File: config.mk
export PLATFORM = sky130hd
export DESIGN_NAME = ahb_lite_bus_ctrl
export DESIGN_NICKNAME = d
export VERILOG_FILES = /design/src/rtl/ahb_lite_bus_ctrl_pkg.sv /design/src/rtl/ahb_lite_default_slave.sv /design/src/rtl/ahb_lite_bus_ctrl.sv
export SDC_FILE = /design/constraint.sdc
export NUM_CORES = 1
export LEC_CHECK = 0
export CORE_MARGIN = 1.5
export CORE_UTILIZATION = 26
export DETAILED_ROUTE_END_ITERATION = 8
export GPL_ROUTABILITY_DRIVEN = 0
export PLACE_DENSITY = 0.87
export SLEW_MARGIN = 20
export SYNTH_ARGS = -nofsm -noshare
export SYNTH_HDL_FRONTEND = slang
export SYNTH_SLANG_ARGS = --single-unit
File: constraint.sdc
create_clock -name HCLK -period 1.3 [get_ports HCLK]
set_input_delay 0.13 -clock HCLK [delete_from_list [all_inputs] [get_ports HCLK]]
set_output_delay 0.13 -clock HCLK [all_outputs]
set_load 0.02 [all_outputs]
File: src/rtl/ahb_lite_bus_ctrl_pkg.sv
// Shared types for the single-master AHB-Lite bus controller: transfer type,
// response, data-phase slave select and default-slave FSM state.
package ahb_lite_defs;

  typedef enum logic [1:0] {
    IDLE   = 2'b00,
    BUSY   = 2'b01,
    NONSEQ = 2'b10,
    SEQ    = 2'b11
  } htrans_t;

  typedef enum logic {
    OKAY  = 1'b0,
    ERROR = 1'b1
  } hresp_t;

  typedef enum logic [1:0] {
    SEL_S0  = 2'd0,
    SEL_S1  = 2'd1,
    SEL_DEF = 2'd2
  } slv_sel_t;

  typedef enum logic [1:0] {
    DS_IDLE = 2'd0,
    DS_ERR1 = 2'd1,
    DS_ERR2 = 2'd2
  } def_state_t;

  // Only NONSEQ/SEQ carry a real transfer; IDLE/BUSY must get a zero-wait OKAY.
  function automatic logic is_active(input htrans_t t);
    return (t == NONSEQ) || (t == SEQ);
  endfunction

endpackage

File: src/rtl/ahb_lite_default_slave.sv
// Built-in default slave: answers unmapped NONSEQ/SEQ transfers with the
// two-cycle AHB ERROR response (HREADYOUT 0/1, HRESP 1/1).
module ahb_lite_default_slave
  import ahb_lite_defs::*;
(
  input  logic clk,
  input  logic rst_n,
  input  logic i_hready,
  input  logic i_req,
  output logic o_hreadyout,
  output logic o_hresp
);

  def_state_t r_state;
  logic       r_hreadyout;
  hresp_t     r_hresp;

  // NOTE: state and registered outputs use non-blocking assignments so every
  // reader sees the pre-edge value; blocking here would race other flops.
  always_ff @(posedge clk or negedge rst_n) begin
    if (!rst_n) begin
      r_state     <= DS_IDLE;
      r_hreadyout <= 1'b1;
      r_hresp     <= OKAY;
    end else begin
      unique case (r_state)
        DS_IDLE: begin
          if (i_hready && i_req) begin
            r_state     <= DS_ERR1;
            r_hreadyout <= 1'b0;
            r_hresp     <= ERROR;
          end
        end
        DS_ERR1: begin
          r_state     <= DS_ERR2;
          r_hreadyout <= 1'b1;
          r_hresp     <= ERROR;
        end
        DS_ERR2: begin
          // A new unmapped address phase completes in ERR2, so chain straight on.
          if (i_hready && i_req) begin
            r_state     <= DS_ERR1;
            r_hreadyout <= 1'b0;
            r_hresp     <= ERROR;
          end else begin
            r_state     <= DS_IDLE;
            r_hreadyout <= 1'b1;
            r_hresp     <= OKAY;
          end
        end
        default: begin
          r_state     <= DS_IDLE;
          r_hreadyout <= 1'b1;
          r_hresp     <= OKAY;
        end
      endcase
    end
  end

  assign o_hreadyout = r_hreadyout;
  assign o_hresp     = r_hresp;

endmodule

File: src/rtl/ahb_lite_bus_ctrl.sv
// Single-master AHB-Lite bus controller: address decode, data-phase response
// mux, built-in default slave and a sticky stall watchdog.
module ahb_lite_bus_ctrl
  import ahb_lite_defs::*;
#(
  parameter int                ADDR_W  = 32,
  parameter int                DATA_W  = 32,
  parameter logic [ADDR_W-1:0] S0_BASE = 32'h0000_0000,
  parameter logic [ADDR_W-1:0] S0_MASK = 32'hFFFF_F000,
  parameter logic [ADDR_W-1:0] S1_BASE = 32'h0000_1000,
  parameter logic [ADDR_W-1:0] S1_MASK = 32'hFFFF_F000,
  parameter int                TIMEOUT = 256
) (
  input  logic              HCLK,
  input  logic              HRESETn,
  input  logic [ADDR_W-1:0] HADDR,
  input  logic [1:0]        HTRANS,
  output logic              HSEL0,
  output logic              HSEL1,
  input  logic [DATA_W-1:0] HRDATA0,
  input  logic              HREADYOUT0,
  input  logic              HRESP0,
  input  logic [DATA_W-1:0] HRDATA1,
  input  logic              HREADYOUT1,
  input  logic              HRESP1,
  output logic [DATA_W-1:0] HRDATA,
  output logic              HREADY,
  output logic              HRESP,
  output logic              stall_err,
  input  logic              stall_clr
);

  localparam int                CNT_W  = $clog2(TIMEOUT + 1);
  localparam logic [CNT_W-1:0] TO_MAX = CNT_W'(TIMEOUT);

  slv_sel_t         w_dec_sel;
  slv_sel_t         r_data_sel;
  logic             w_def_req;
  logic             w_def_hreadyout;
  logic             w_def_hresp;
  logic             w_stall_set;
  logic [CNT_W-1:0] r_wait_cnt;
  logic             r_stall_err;

  // NOTE: every combinational output gets a default first, so no path through
  // the block can leave it unassigned and infer a latch.
  always_comb begin
    w_dec_sel = SEL_DEF;
    if ((HADDR & S0_MASK) == S0_BASE) begin
      w_dec_sel = SEL_S0;
    end else if ((HADDR & S1_MASK) == S1_BASE) begin
      w_dec_sel = SEL_S1;
    end
  end

  assign HSEL0     = (w_dec_sel == SEL_S0);
  assign HSEL1     = (w_dec_sel == SEL_S1);
  assign w_def_req = (w_dec_sel == SEL_DEF) && is_active(htrans_t'(HTRANS));

  // Data-phase owner advances only when the current data phase completes.
  always_ff @(posedge HCLK or negedge HRESETn) begin
    if (!HRESETn) begin
      r_data_sel <= SEL_DEF;
    end else if (HREADY) begin
      r_data_sel <= w_dec_sel;
    end
  end

  ahb_lite_default_slave u_def_slave (
    .clk         (HCLK),
    .rst_n       (HRESETn),
    .i_hready    (HREADY),
    .i_req       (w_def_req),
    .o_hreadyout (w_def_hreadyout),
    .o_hresp     (w_def_hresp)
  );

  always_comb begin
    HRDATA = '0;
    HREADY = w_def_hreadyout;
    HRESP  = w_def_hresp;
    unique case (r_data_sel)
      SEL_S0: begin
        HRDATA = HRDATA0;
        HREADY = HREADYOUT0;
        HRESP  = HRESP0;
      end
      SEL_S1: begin
        HRDATA = HRDATA1;
        HREADY = HREADYOUT1;
        HRESP  = HRESP1;
      end
      default: ;
    endcase
  end

  // The wait cycle that brings the count to TIMEOUT is the one that flags the stall.
  assign w_stall_set = !HREADY && (r_wait_cnt >= TO_MAX - 1'b1);

  always_ff @(posedge HCLK or negedge HRESETn) begin
    if (!HRESETn) begin
      r_wait_cnt  <= '0;
      r_stall_err <= 1'b0;
    end else begin
      if (HREADY) begin
        r_wait_cnt <= '0;
      end else if (r_wait_cnt != TO_MAX) begin
        r_wait_cnt <= r_wait_cnt + 1'b1;
      end
      if (w_stall_set) begin
        r_stall_err <= 1'b1;
      end else if (stall_clr) begin
        r_stall_err <= 1'b0;
      end
    end
  end

  assign stall_err = r_stall_err;

endmodule

Yosys cells after proc, flatten, opt, wreduce, memory -nomap -nowiden
Cells that the tools add are included.
- add/subtract/negate cells: 1
- $mul: 0
- divide/modulo/power cells: 0
- order comparisons: 1
- equality and inequality tests: 10
- shift operators: 0
- multiplexer cells: 18
- bitwise logic cells: 0
- reduce and logical (&&, ||, !) cells: 11
- operators with widths (cell ; number):
    32-bit one-hot mux with 2 select lines ; 1
    32-bit logical NOT ; 1
    20-bit by 1-bit == test with 1-bit output (second input constant) ; 1
    9-bit 2-to-1 mux ; 2
    9-bit by 1-bit adder with 9-bit output (second input constant) ; 1
    9-bit by 8-bit >= comparator with 1-bit output (second input constant) ; 1
    9-bit inequality test (second input constant) ; 1
    2-bit == test (second input constant) ; 4
    1-bit 2-to-1 mux ; 7
    2-bit by 1-bit == test with 1-bit output (second input constant) ; 3
    2-bit logical NOT ; 3
    2-bit 2-to-1 mux ; 3
    1-bit one-hot mux with 2 select lines ; 3
    2-bit one-hot mux with 3 select lines ; 1
    2-bit nonzero test ; 2
    1-bit logical AND ; 3
    1-bit one-hot mux with 3 select lines ; 1
    2-bit by 1-bit inequality test with 1-bit output (second input constant) ; 1
    1-bit logical NOT ; 1
    1-bit logical OR ; 1
- bits in registers: 16
- latch bits: 0
- RAM bits: 0
- memory bits (read-only): 0
- output and inout port bits: 37
- memories: 0

Depth between registers and ports, before layout
Gate-level depths: netlist (run 1).
- depth after elaboration: 8
- gate-level depth with buffers: 6

Modules after synthesis
From an unflattened synthesis (run 1), not the netlist that was laid out.
- cells, all modules: 157
- area, all modules: 1336.3 um^2
- by module, submodules not included (module ; times used ; cells each ; area an instance (um^2) ; seq. area each (um^2)):
    ahb_lite_bus_ctrl ; 1 ; 146 ; 1194.9 ; 301.5
    ahb_lite_default_slave ; 1 ; 11 ; 141.4 ; 101.3

Least setup slack after synthesis (run 1)
No wires, ideal clock.
- path type: register -> register
- start point: reg r_wait_cnt[0]
- end point: reg r_wait_cnt[0]
- setup time: 0.120 ns
- arrival: 1.231 ns
- data required time: 1.180 ns
- path slack: -0.050 ns
- stages on the path, launching flop included: 7
- cells stage by stage: dfrtp_1 > inv_1 > ha_1 > nor4b_1 > nand2_1 > xnor2_1 > nor2_1
- longest elaborated chain between the ends: 3
- elaborated cells on any way between the ends: 5
- classes of those cells: add/sub (1); eq/ne (1); mux (2); reduce/logical (1)
- ends and longest elaborated chain (element ; RTL line ; text):
    start: declaration ; ahb_lite_bus_ctrl.sv:42 ; logic [CNT_W-1:0] r_wait_cnt;
    start signal: assignment ; ahb_lite_bus_ctrl.sv:108 ; r_wait_cnt <= r_wait_cnt + 1'b1;
    9-bit by 1-bit adder with 9-bit output ; ahb_lite_bus_ctrl.sv:108 ;
    9-bit 2-to-1 mux ; ahb_lite_bus_ctrl.sv:107 ; end else if (r_wait_cnt != TO_MAX) begin
    9-bit 2-to-1 mux ; ahb_lite_bus_ctrl.sv:105 ; if (HREADY) begin
Parallel ways exist; a longest one is shown, timed or not. The select of a mux whose other input is x is not followed.
A chain may end at the register's enable or synchronous reset.

Final worst setup path (run 1)
- start point: reg r_data_sel[0]
- end point: out HREADY
- longest elaborated chain between the ends: 2
- elaborated cells on any way between the ends: 3
- classes of those cells: eq/ne (1); mux (1); reduce/logical (1)
- ends and longest elaborated chain (element ; RTL line ; text):
    start: declaration ; ahb_lite_bus_ctrl.sv:37 ; slv_sel_t r_data_sel;
    start signal: assignment ; ahb_lite_bus_ctrl.sv:65 ; r_data_sel <= w_dec_sel;
    2-bit by 1-bit == test with 1-bit output / 2-bit logical NOT (equally long branches) ; ahb_lite_bus_ctrl.sv:82 ; unique case (r_data_sel)
    1-bit one-hot mux with 2 select lines (*) ; ahb_lite_bus_ctrl.sv:82 ;
    end: declaration ; ahb_lite_bus_ctrl.sv:27 ; output logic HREADY,
Every way passes the cells marked *; elsewhere a longest branch is shown, timed or not.

==> results of run 1 <==
-- synthesized netlist by cell type --
library cell,n,share of area
sky130_fd_sc_hd__ha_1,3,0.028
sky130_fd_sc_hd__and3_1,1,0.0047
sky130_fd_sc_hd__nor2b_1,3,0.014
sky130_fd_sc_hd__mux2_4,1,0.011
sky130_fd_sc_hd__xnor2_1,2,0.013
sky130_fd_sc_hd__dfrtp_1,14,0.26
sky130_fd_sc_hd__nand3_1,5,0.019
sky130_fd_sc_hd__and2_1,1,0.0047
sky130_fd_sc_hd__nor4b_1,2,0.013
sky130_fd_sc_hd__o21a_4,1,0.011
sky130_fd_sc_hd__nand4_1,2,0.0093
sky130_fd_sc_hd__nand3b_1,2,0.011
sky130_fd_sc_hd__buf_1,1,0.0028
sky130_fd_sc_hd__buf_6,2,0.017
sky130_fd_sc_hd__o21a_1,1,0.0056
sky130_fd_sc_hd__inv_1,5,0.014
sky130_fd_sc_hd__o21ai_0,3,0.011
sky130_fd_sc_hd__nor4_1,4,0.019
sky130_fd_sc_hd__nor2_1,41,0.11
sky130_fd_sc_hd__nand2_1,4,0.011
sky130_fd_sc_hd__o22ai_1,2,0.0093
sky130_fd_sc_hd__a31o_2,1,0.0065
sky130_fd_sc_hd__buf_2,3,0.011
sky130_fd_sc_hd__dfstp_2,2,0.039
sky130_fd_sc_hd__a21oi_2,4,0.026
sky130_fd_sc_hd__mux2i_1,33,0.25
sky130_fd_sc_hd__a211oi_1,1,0.0056
sky130_fd_sc_hd__clkbuf_1,3,0.0084
sky130_fd_sc_hd__nor4_4,1,0.016
sky130_fd_sc_hd__xor2_1,3,0.020
sky130_fd_sc_hd__or3_1,2,0.0093
sky130_fd_sc_hd__nand2b_1,2,0.0093
-- power breakdown --
| part | switching, mW | total [mW] | internal [mW] |
|---|---|---|---|
| clock | 0.181 | 0.451 | 0.269 |
| sequential | 0.000000000000000115 | 0.498 | 0.498 |
| combinational | 0.0893 | 0.351 | 0.262 |
| total | 0.271 | 1.30 | 1.03 |
-- cells by family after synthesis --
| logic type | after synthesis |
|---|---|
| compound gates | 13 |
| mux | 34 |
| fa+ha+maj | 3 |
| simple gates | 70 |
| buf+inv | 14 |
| flops | 16 |
| xor+xnor | 5 |
-- stage by stage --
stage          setup slack, ps    util  std cells  hold slack [ps]
3_3_place_gp            -810.1  0.5835        359            432.7
5_1_grt                 -321.7  0.6299        374            216.0
2_1_floorplan           -20.25       -        155           -165.6
4_1_cts                 -295.6  0.6088        371            189.5
3_5_place_dp            -854.3  0.5835        359            440.0
6_report                -289.4  0.6299        374            181.9
-- worst max-delay path by stage --
stage | from | slack [ps] | end
floorplan | r_data_sel[0] | -20 | r_data_sel[0]
global placement | HADDR[13] | -810 | HSEL0
detailed placement | HADDR[17] | -850 | HSEL0
CTS | r_data_sel[0] | -300 | HREADY
global route | r_data_sel[0] | -320 | HREADY
finish | r_data_sel[0] | -290 | HREADY
-- flip-flops by register name (all words and copies together), names as in the netlist --
| signal | cells |
|---|---|
| stall_err | 1 |
| r_wait_cnt | 9 |
| u_def_slave.o_hresp | 1 |
| u_def_slave.o_hreadyout | 1 |
| u_def_slave.r_state | 2 |
| r_data_sel | 2 |
-- routing by layer --
metal  share of wire  vias up  global-route usage
li1                -      843                   -
met1            0.37      767              0.2150
met2            0.50       71              0.3874
met3           0.088       18             0.04284
met4           0.038        0             0.09697
met5               0        -                   0
-- what timing repair did --
action | CTS | global route
hold endpoints to repair | 0 | 0
gates cloned | 2 | 1
setup buffers | 6 | 4
pin swaps | 9 | 9
endpoints found under the setup margin | 52 | 51
resized for setup | 246 | 28
-- final cells by class --
type	count	share of cell area
sequential	16	0.1323
tap	67	0.02745
inverter	5	0.006145
timing repair buffer	157	0.4875
clock buffer	4	0.01803
multi-input combinational	125	0.3286
==> run summary, run 1 <==
### STA
- Final setup viols: 51
- setup repair after global routing missed its margin: yes
- fraction of the cycle the final worst path needs: 1.223
- TNS Setup: -9235 ps
- final hold violation count: 0
- time the final worst path needs with I/O delays and setup: 1589 ps
- max_slew headroom: 0.7587
- clock skew after layout: 1.436 ps
- Highest Clock Rate: 629.1 MHz
- Worst Tran Pin Value: 360.9 ps
- final slew viol count: 0
- Worst Slack Setup Final: -289.4 ps

### GRT
- global-route wire length before repair: 8714 microns
- remaining global-route overflow: 0
- maximum number of pins on one net before global-route repair: 21
- initial antenna violation count: 0
- vias in the first global route: 1745
- overall fraction of global-route tracks in use: 0.2052

### Finish
- number of nets in the finished design: 416
- area used by multi-input combinational logic: 1003 sq um
- top library cells by usage in the layout, fill and taps aside: 75 x sky130_fd_sc_hd__clkdlybuf4s50_1, 52 x sky130_fd_sc_hd__buf_4, 38 x sky130_fd_sc_hd__nor2_1
- fin area: 3054 sq um
- share of final-layout standard cells stronger than drive strength 1: 0.3648
- antenna diode count: 0
- area of all sequential standard cells: 404.1 sq um
- leading cell type in the layout, fill and taps excluded: sky130_fd_sc_hd__clkdlybuf4s50_1
- filler cell count: 389
- area added between synthesis and finish: 127.3%

### Worst setup path
- required time of the critical path: 1170 ps
- Crit-path slowest cell: sky130_fd_sc_hd__dfrtp_2
- Worst setup EP type: output pin
- setup slack of the worst register-to-register path: -280 ps
- number of gates on the worst path with buffers counted: 4
- Reg2Reg Depth: 5
- critical path cell sequence: buf_6 > mux2_4 > o21a_4 > buf_6
- count of buffering cells on the critical path with inverters included: 2
- most frequent CP cell: sky130_fd_sc_hd__buf_6
- Worst R2R End: r_data_sel[0]
- crit path DAT: 1460 ps
- startpoint type of the worst setup path: register
- worst reg2reg path startpoint: r_data_sel[0]
- CP max stage delay: 450 ps
- Crit Path Category: register to output pin
- crit-path leading delay family: flip-flops
- highest net fanout along the worst path: 6

### Run
- Maximum Capacitance Violations: 0

### Synth
- Synth Area in XOR/XNOR: 0.03259
- syn_nets: 263
- post-synthesis adder-cell area fraction: 0.02793
- warnings from Yosys: 0
- #FFs+latches synth: 16
- distinct cell type count of the synthesized netlist: 32
- mux contribution to synthesized area: 0.2570
- mean cell area of the mapped netlist: 8.670 sq um
- cell area after technology mapping: 1344 sq um
- Gate Count Post-Synth: 155
- register area share after synthesis: 0.2998
- Compound-Gate Fraction of Synth Area: 0.07542
- Simple-Gate Fraction of Synth Area: 0.2542
- dominant combinational cell family by area after synthesis: multiplexers

### Hold path
- Hold WC Path Type: primary input to asynchronous set/reset pin

### Pwr
- Power per Cell Area: 425.7 nW/um^2
- post-route total power: 1.300 mW
- leak pwr: 1.268 nW
- peak supply drop: 0.4243 mV

### Outcome
- violated checks: setup timing
- outcome: complete, but fails checks

### Clock tree
- H-tree levels: 1
- clock sink count: 16
- maximum number of buffers from clock root to sink: 2
- hold-fix buffers at CTS: 0
- insertion delay to the later sink of the worst-skew pair: 260 ps
- clock input transition at the sequential cells of the worst setup and hold paths: 60 ps
- root cell of the clock tree: sky130_fd_sc_hd__clkbuf_8
- TritonCTS Buffers: 3
- TritonCTS clock tree: done

### Routing
- count of routing violations after the opening detailed-route iteration: 42
- antenna-violating nets left: 0
- via/cell ratio: 4.543
- remaining design rule violation count: 0
- Final Routed Wirelength: 5938 microns
- via total after detailed routing: 1699
- mean routed wirelength per cell: 15.88 microns
- router iterations before antenna repair: 4

### Die
- overall die area: 5609 sq um
- total number of placement rows: 25
- standard cell core area: 4848 sq um
- horizontal extent of the die: 74.89 microns
- starting utilization of the core area: 0.2772
- IO Pins: 142
- floorplan die height: 74.89 microns

### Place
- placed cell area: 2829 sq um
- detailed placement HPWL: 4433 microns
- number of port buffers: 128

(Power assumes the default switching activity.)
==> inputs of run 2 (changes only) <==
SYNTH_HIERARCHICAL = 1   (was not set)
==> run summary, run 2 <==
### Outcome
- outcome: complete, but fails checks
- violated checks: setup timing

### Clock tree
- root cell of the clock tree: sky130_fd_sc_hd__clkbuf_8
- clock sink count: 16, unchanged
- clock input transition at the sequential cells of the worst setup and hold paths: 60 ps, about the same
- H-tree levels: 1, unchanged
- hold-fix buffers at CTS: 0, unchanged
- TritonCTS clock tree: done
- insertion delay to the later sink of the worst-skew pair: 250 ps, about the same
- maximum number of buffers from clock root to sink: 2, unchanged
- TritonCTS Buffers: 3, unchanged

### Synth
- leading cell type by number of instances after synthesis: sky130_fd_sc_hd__nor2_1
- syn_nets: 265, +0.76%
- warnings from Yosys: 6, +6
- mux contribution to synthesized area: 0.2659, +0.008934
- dominant combinational cell family by area after synthesis: multiplexers
- Gate Count Post-Synth: 157, +1.3%
- Simple-Gate Fraction of Synth Area: 0.2547, +0.0004917
- post-synth top area cell: sky130_fd_sc_hd__dfrtp_1
- number of enable-type register cells in the synthesized netlist: 0, unchanged
- post-synthesis adder-cell area fraction: 0.02809, +0.0001569
- Compound-Gate Fraction of Synth Area: 0.06367, -0.01175
- distinct cell type count of the synthesized netlist: 32, unchanged
- Commonest cells post-synth: 42 x sky130_fd_sc_hd__nor2_1, 34 x sky130_fd_sc_hd__mux2i_1, 14 x sky130_fd_sc_hd__dfrtp_1
- register area share after synthesis: 0.3015, +0.001684
- ys flop type: sky130_fd_sc_hd__dfrtp_1
- area fraction of the dominant cell type after synthesis: 0.2622, +0.001465
- cell area after technology mapping: 1336 sq um, -0.56%
- mean cell area of the mapped netlist: 8.511 sq um, -1.8%
- #FFs+latches synth: 16, unchanged
- Synth Area in XOR/XNOR: 0.03277, +0.0001831
- biggest area contributors in the synthesized netlist: sky130_fd_sc_hd__dfrtp_1 26%, sky130_fd_sc_hd__mux2i_1 25%, sky130_fd_sc_hd__nor2_1 12%
- async set-reset flop share out of synthesis: 1.000, unchanged

### Routing
- via total after detailed routing: 1711, +0.71%
- remaining design rule violation count: 0, unchanged
- Final Routed Wirelength: 5704 microns, -3.9%
- count of routing violations after the opening detailed-route iteration: 20, -52%
- router iterations before antenna repair: 4, unchanged
- antenna-violating nets left: 0, unchanged
- mean routed wirelength per cell: 15.21 microns, -4.2%
- via/cell ratio: 4.563, +0.44%

### Finish
- largest reg by FF count: r_wait_cnt
- area added between synthesis and finish: 122.8%
- max FFs per register: 9, unchanged
- share of final-layout standard cells stronger than drive strength 1: 0.3636, -0.001184
- number of nets in the finished design: 417, +0.24%
- antenna diode count: 0, unchanged
- leading cell type in the layout, fill and taps excluded: sky130_fd_sc_hd__clkdlybuf4s50_1
- largest registers ranked by flip-flop count: r_wait_cnt (9), r_data_sel (2), u_def_slave/r_state (2)
- fin area: 2978 sq um, -2.5%
- top library cells by usage in the layout, fill and taps aside: 75 x sky130_fd_sc_hd__clkdlybuf4s50_1, 36 x sky130_fd_sc_hd__nor2_1, 32 x sky130_fd_sc_hd__buf_4

### Pwr
- switching part of the total: 0.2074, -0.0008695
- Power per Cell Area: 415.3 nW/um^2, -2.4%
- power share of the clock group: 0.312, -0.035
- switching pwr: 0.2565 mW, -5.3%
- Internal Pwr Total: 0.9802 mW, -4.8%
- Sequential Power Share: 0.403, +0.020
- leak pwr: 1.261 nW, -0.51%
- post-route total power: 1.237 mW, -4.9%
- Combinational Power Share: 0.285, +0.015
- peak supply drop: 0.5510 mV, +30%

### STA
- TNS Setup: -7784 ps, +1451 ps
- Worst Slack Setup Final: -254.3 ps, +35.18 ps
- worst slack on hold paths: 197.8 ps, +15.91 ps
- fraction of the cycle the final worst path needs: 1.196, -0.02706
- Highest Clock Rate: 643.4 MHz, +2.3%
- Final setup viols: 51, unchanged
- setup repair after global routing missed its margin: yes
- Worst Tran Pin Value: 270.6 ps, -90.31 ps
- final hold violation count: 0, unchanged
- clock skew after layout: 1.197 ps, -0.2385 ps
- time the final worst path needs with I/O delays and setup: 1554 ps, -35.18 ps
- final slew viol count: 0, unchanged
- max_slew headroom: 0.8182, +0.05945

### Hold path
- Hold WC Path Type: primary input to asynchronous set/reset pin

### Worst setup path
- crit-path leading delay family: flip-flops
- count of buffering cells on the critical path with inverters included: 1, -1
- highest net fanout along the worst path: 6, unchanged
- worst reg2reg path startpoint: r_data_sel[0]
- setup slack of the worst register-to-register path: -220 ps, +60 ps
- startpoint type of the worst setup path: register
- critical path cell sequence: mux2_4 > o21a_4 > buf_6
- Reg2Reg Depth: 4, -1
- Crit Path Category: register to output pin
- required time of the critical path: 1170 ps, about the same
- crit path DAT: 1420 ps, -40 ps
- Worst R2R End: r_data_sel[0]
- Crit-path slowest cell: sky130_fd_sc_hd__dfrtp_2
- CP max stage delay: 490 ps, +40 ps
- Worst setup EP type: output pin

### Die
- standard cell core area: 4848 sq um, unchanged
- horizontal extent of the die: 74.69 microns, -0.27%
- total number of placement rows: 25, unchanged
- IO Pins: 142, unchanged
- starting utilization of the core area: 0.2756, -0.001548
- overall die area: 5579 sq um, -0.53%
- floorplan die height: 74.69 microns, -0.27%

### GRT
- global-route wire length before repair: 8224 microns, -5.6%
- remaining global-route overflow: 0, unchanged
- initial antenna violation count: 0, unchanged
- overall fraction of global-route tracks in use: 0.1916, -0.01367
- vias in the first global route: 1743, -0.11%
- maximum number of pins on one net before global-route repair: 24, +14%

### Place
- detailed placement HPWL: 4223 microns, -4.7%
- placed cell area: 2840 sq um, +0.40%
- worst setup timing slack at the placement stage: -850.0 ps, +4.243 ps
- number of port buffers: 128, unchanged

### Run
- Maximum Capacitance Violations: 0, unchanged

-- run 2: final cells by class --
type | count | area (sq um)
Tap cell | 67 | 83.83
Clock buffer | 4 | 45.04
Multi-Input combinational cell | 127 | 1007
Timing Repair Buffer | 156 | 1419
Inverter | 5 | 18.77
Fill cell | 402 | 1871
Sequential cell | 16 | 404.1
-- run 2: routing by layer --
metal / track usage / up-vias / share of wire
met5: 0 / - / 0
li1: - / 844 / -
met4: 0.04848 / 0 / 0.021
met3: 0.04953 / 12 / 0.092
met1: 0.1988 / 781 / 0.36
met2: 0.3790 / 74 / 0.53
-- run 2: worst register-to-register path, stage by stage (launching register included) --
cell                      delay, ps
sky130_fd_sc_hd__dfrtp_2        490
sky130_fd_sc_hd__mux2_4         330
sky130_fd_sc_hd__o21a_4         220
sky130_fd_sc_hd__buf_12         150
sky130_fd_sc_hd__a31o_4         220
-- run 2: per-stage QoR --
step,instances,utilization
final,375,0.6142
after global placement,363,0.5858
after floorplan,157,-
after CTS,377,0.6049
after detailed placement,363,0.5858
after global routing,375,0.6142
-- run 2: timing repair --
action,4_1_cts,5_1_grt
gates resized for setup,237,23
endpoints found under the setup margin,52,51
pin swaps,13,9
gates cloned,2,0
buffers inserted,8,0
hold endpoints to repair,0,0
-- run 2: power groups by stage --
stage | sequential, mW | combinational [mW] | clock [mW]
after floorplan | 0.507 | 0.0380 | 0
after global placement | 0.507 | 0.327 | 0
after detailed placement | 0.507 | 0.333 | 0
after CTS | 0.498 | 0.335 | 0.392
after global routing | 0.498 | 0.374 | 0.422
final | 0.498 | 0.353 | 0.386
-- run 2: worst max path at each step --
stage,slack [ps],to,cells past startpoint,from
2_1_floorplan,-90,u_def_slave/o_hresp,6,r_data_sel[0]
3_3_place_gp,-760,HSEL0,6,HADDR[17]
3_5_place_dp,-850,HSEL0,6,HADDR[25]
4_1_cts,-250,HRDATA[8],5,r_data_sel[0]
5_1_grt,-280,HREADY,3,r_data_sel[0]
6_report,-250,HREADY,3,r_data_sel[0]
-- run 2: cell families after synthesis --
group	after synthesis
adders and majority gates	3
xor gates and xnor gates	5
and+or+nand+nor	73
muxes	35
DFF	16
buffers and inverters	14
AOI/OAI and AO/OA	11
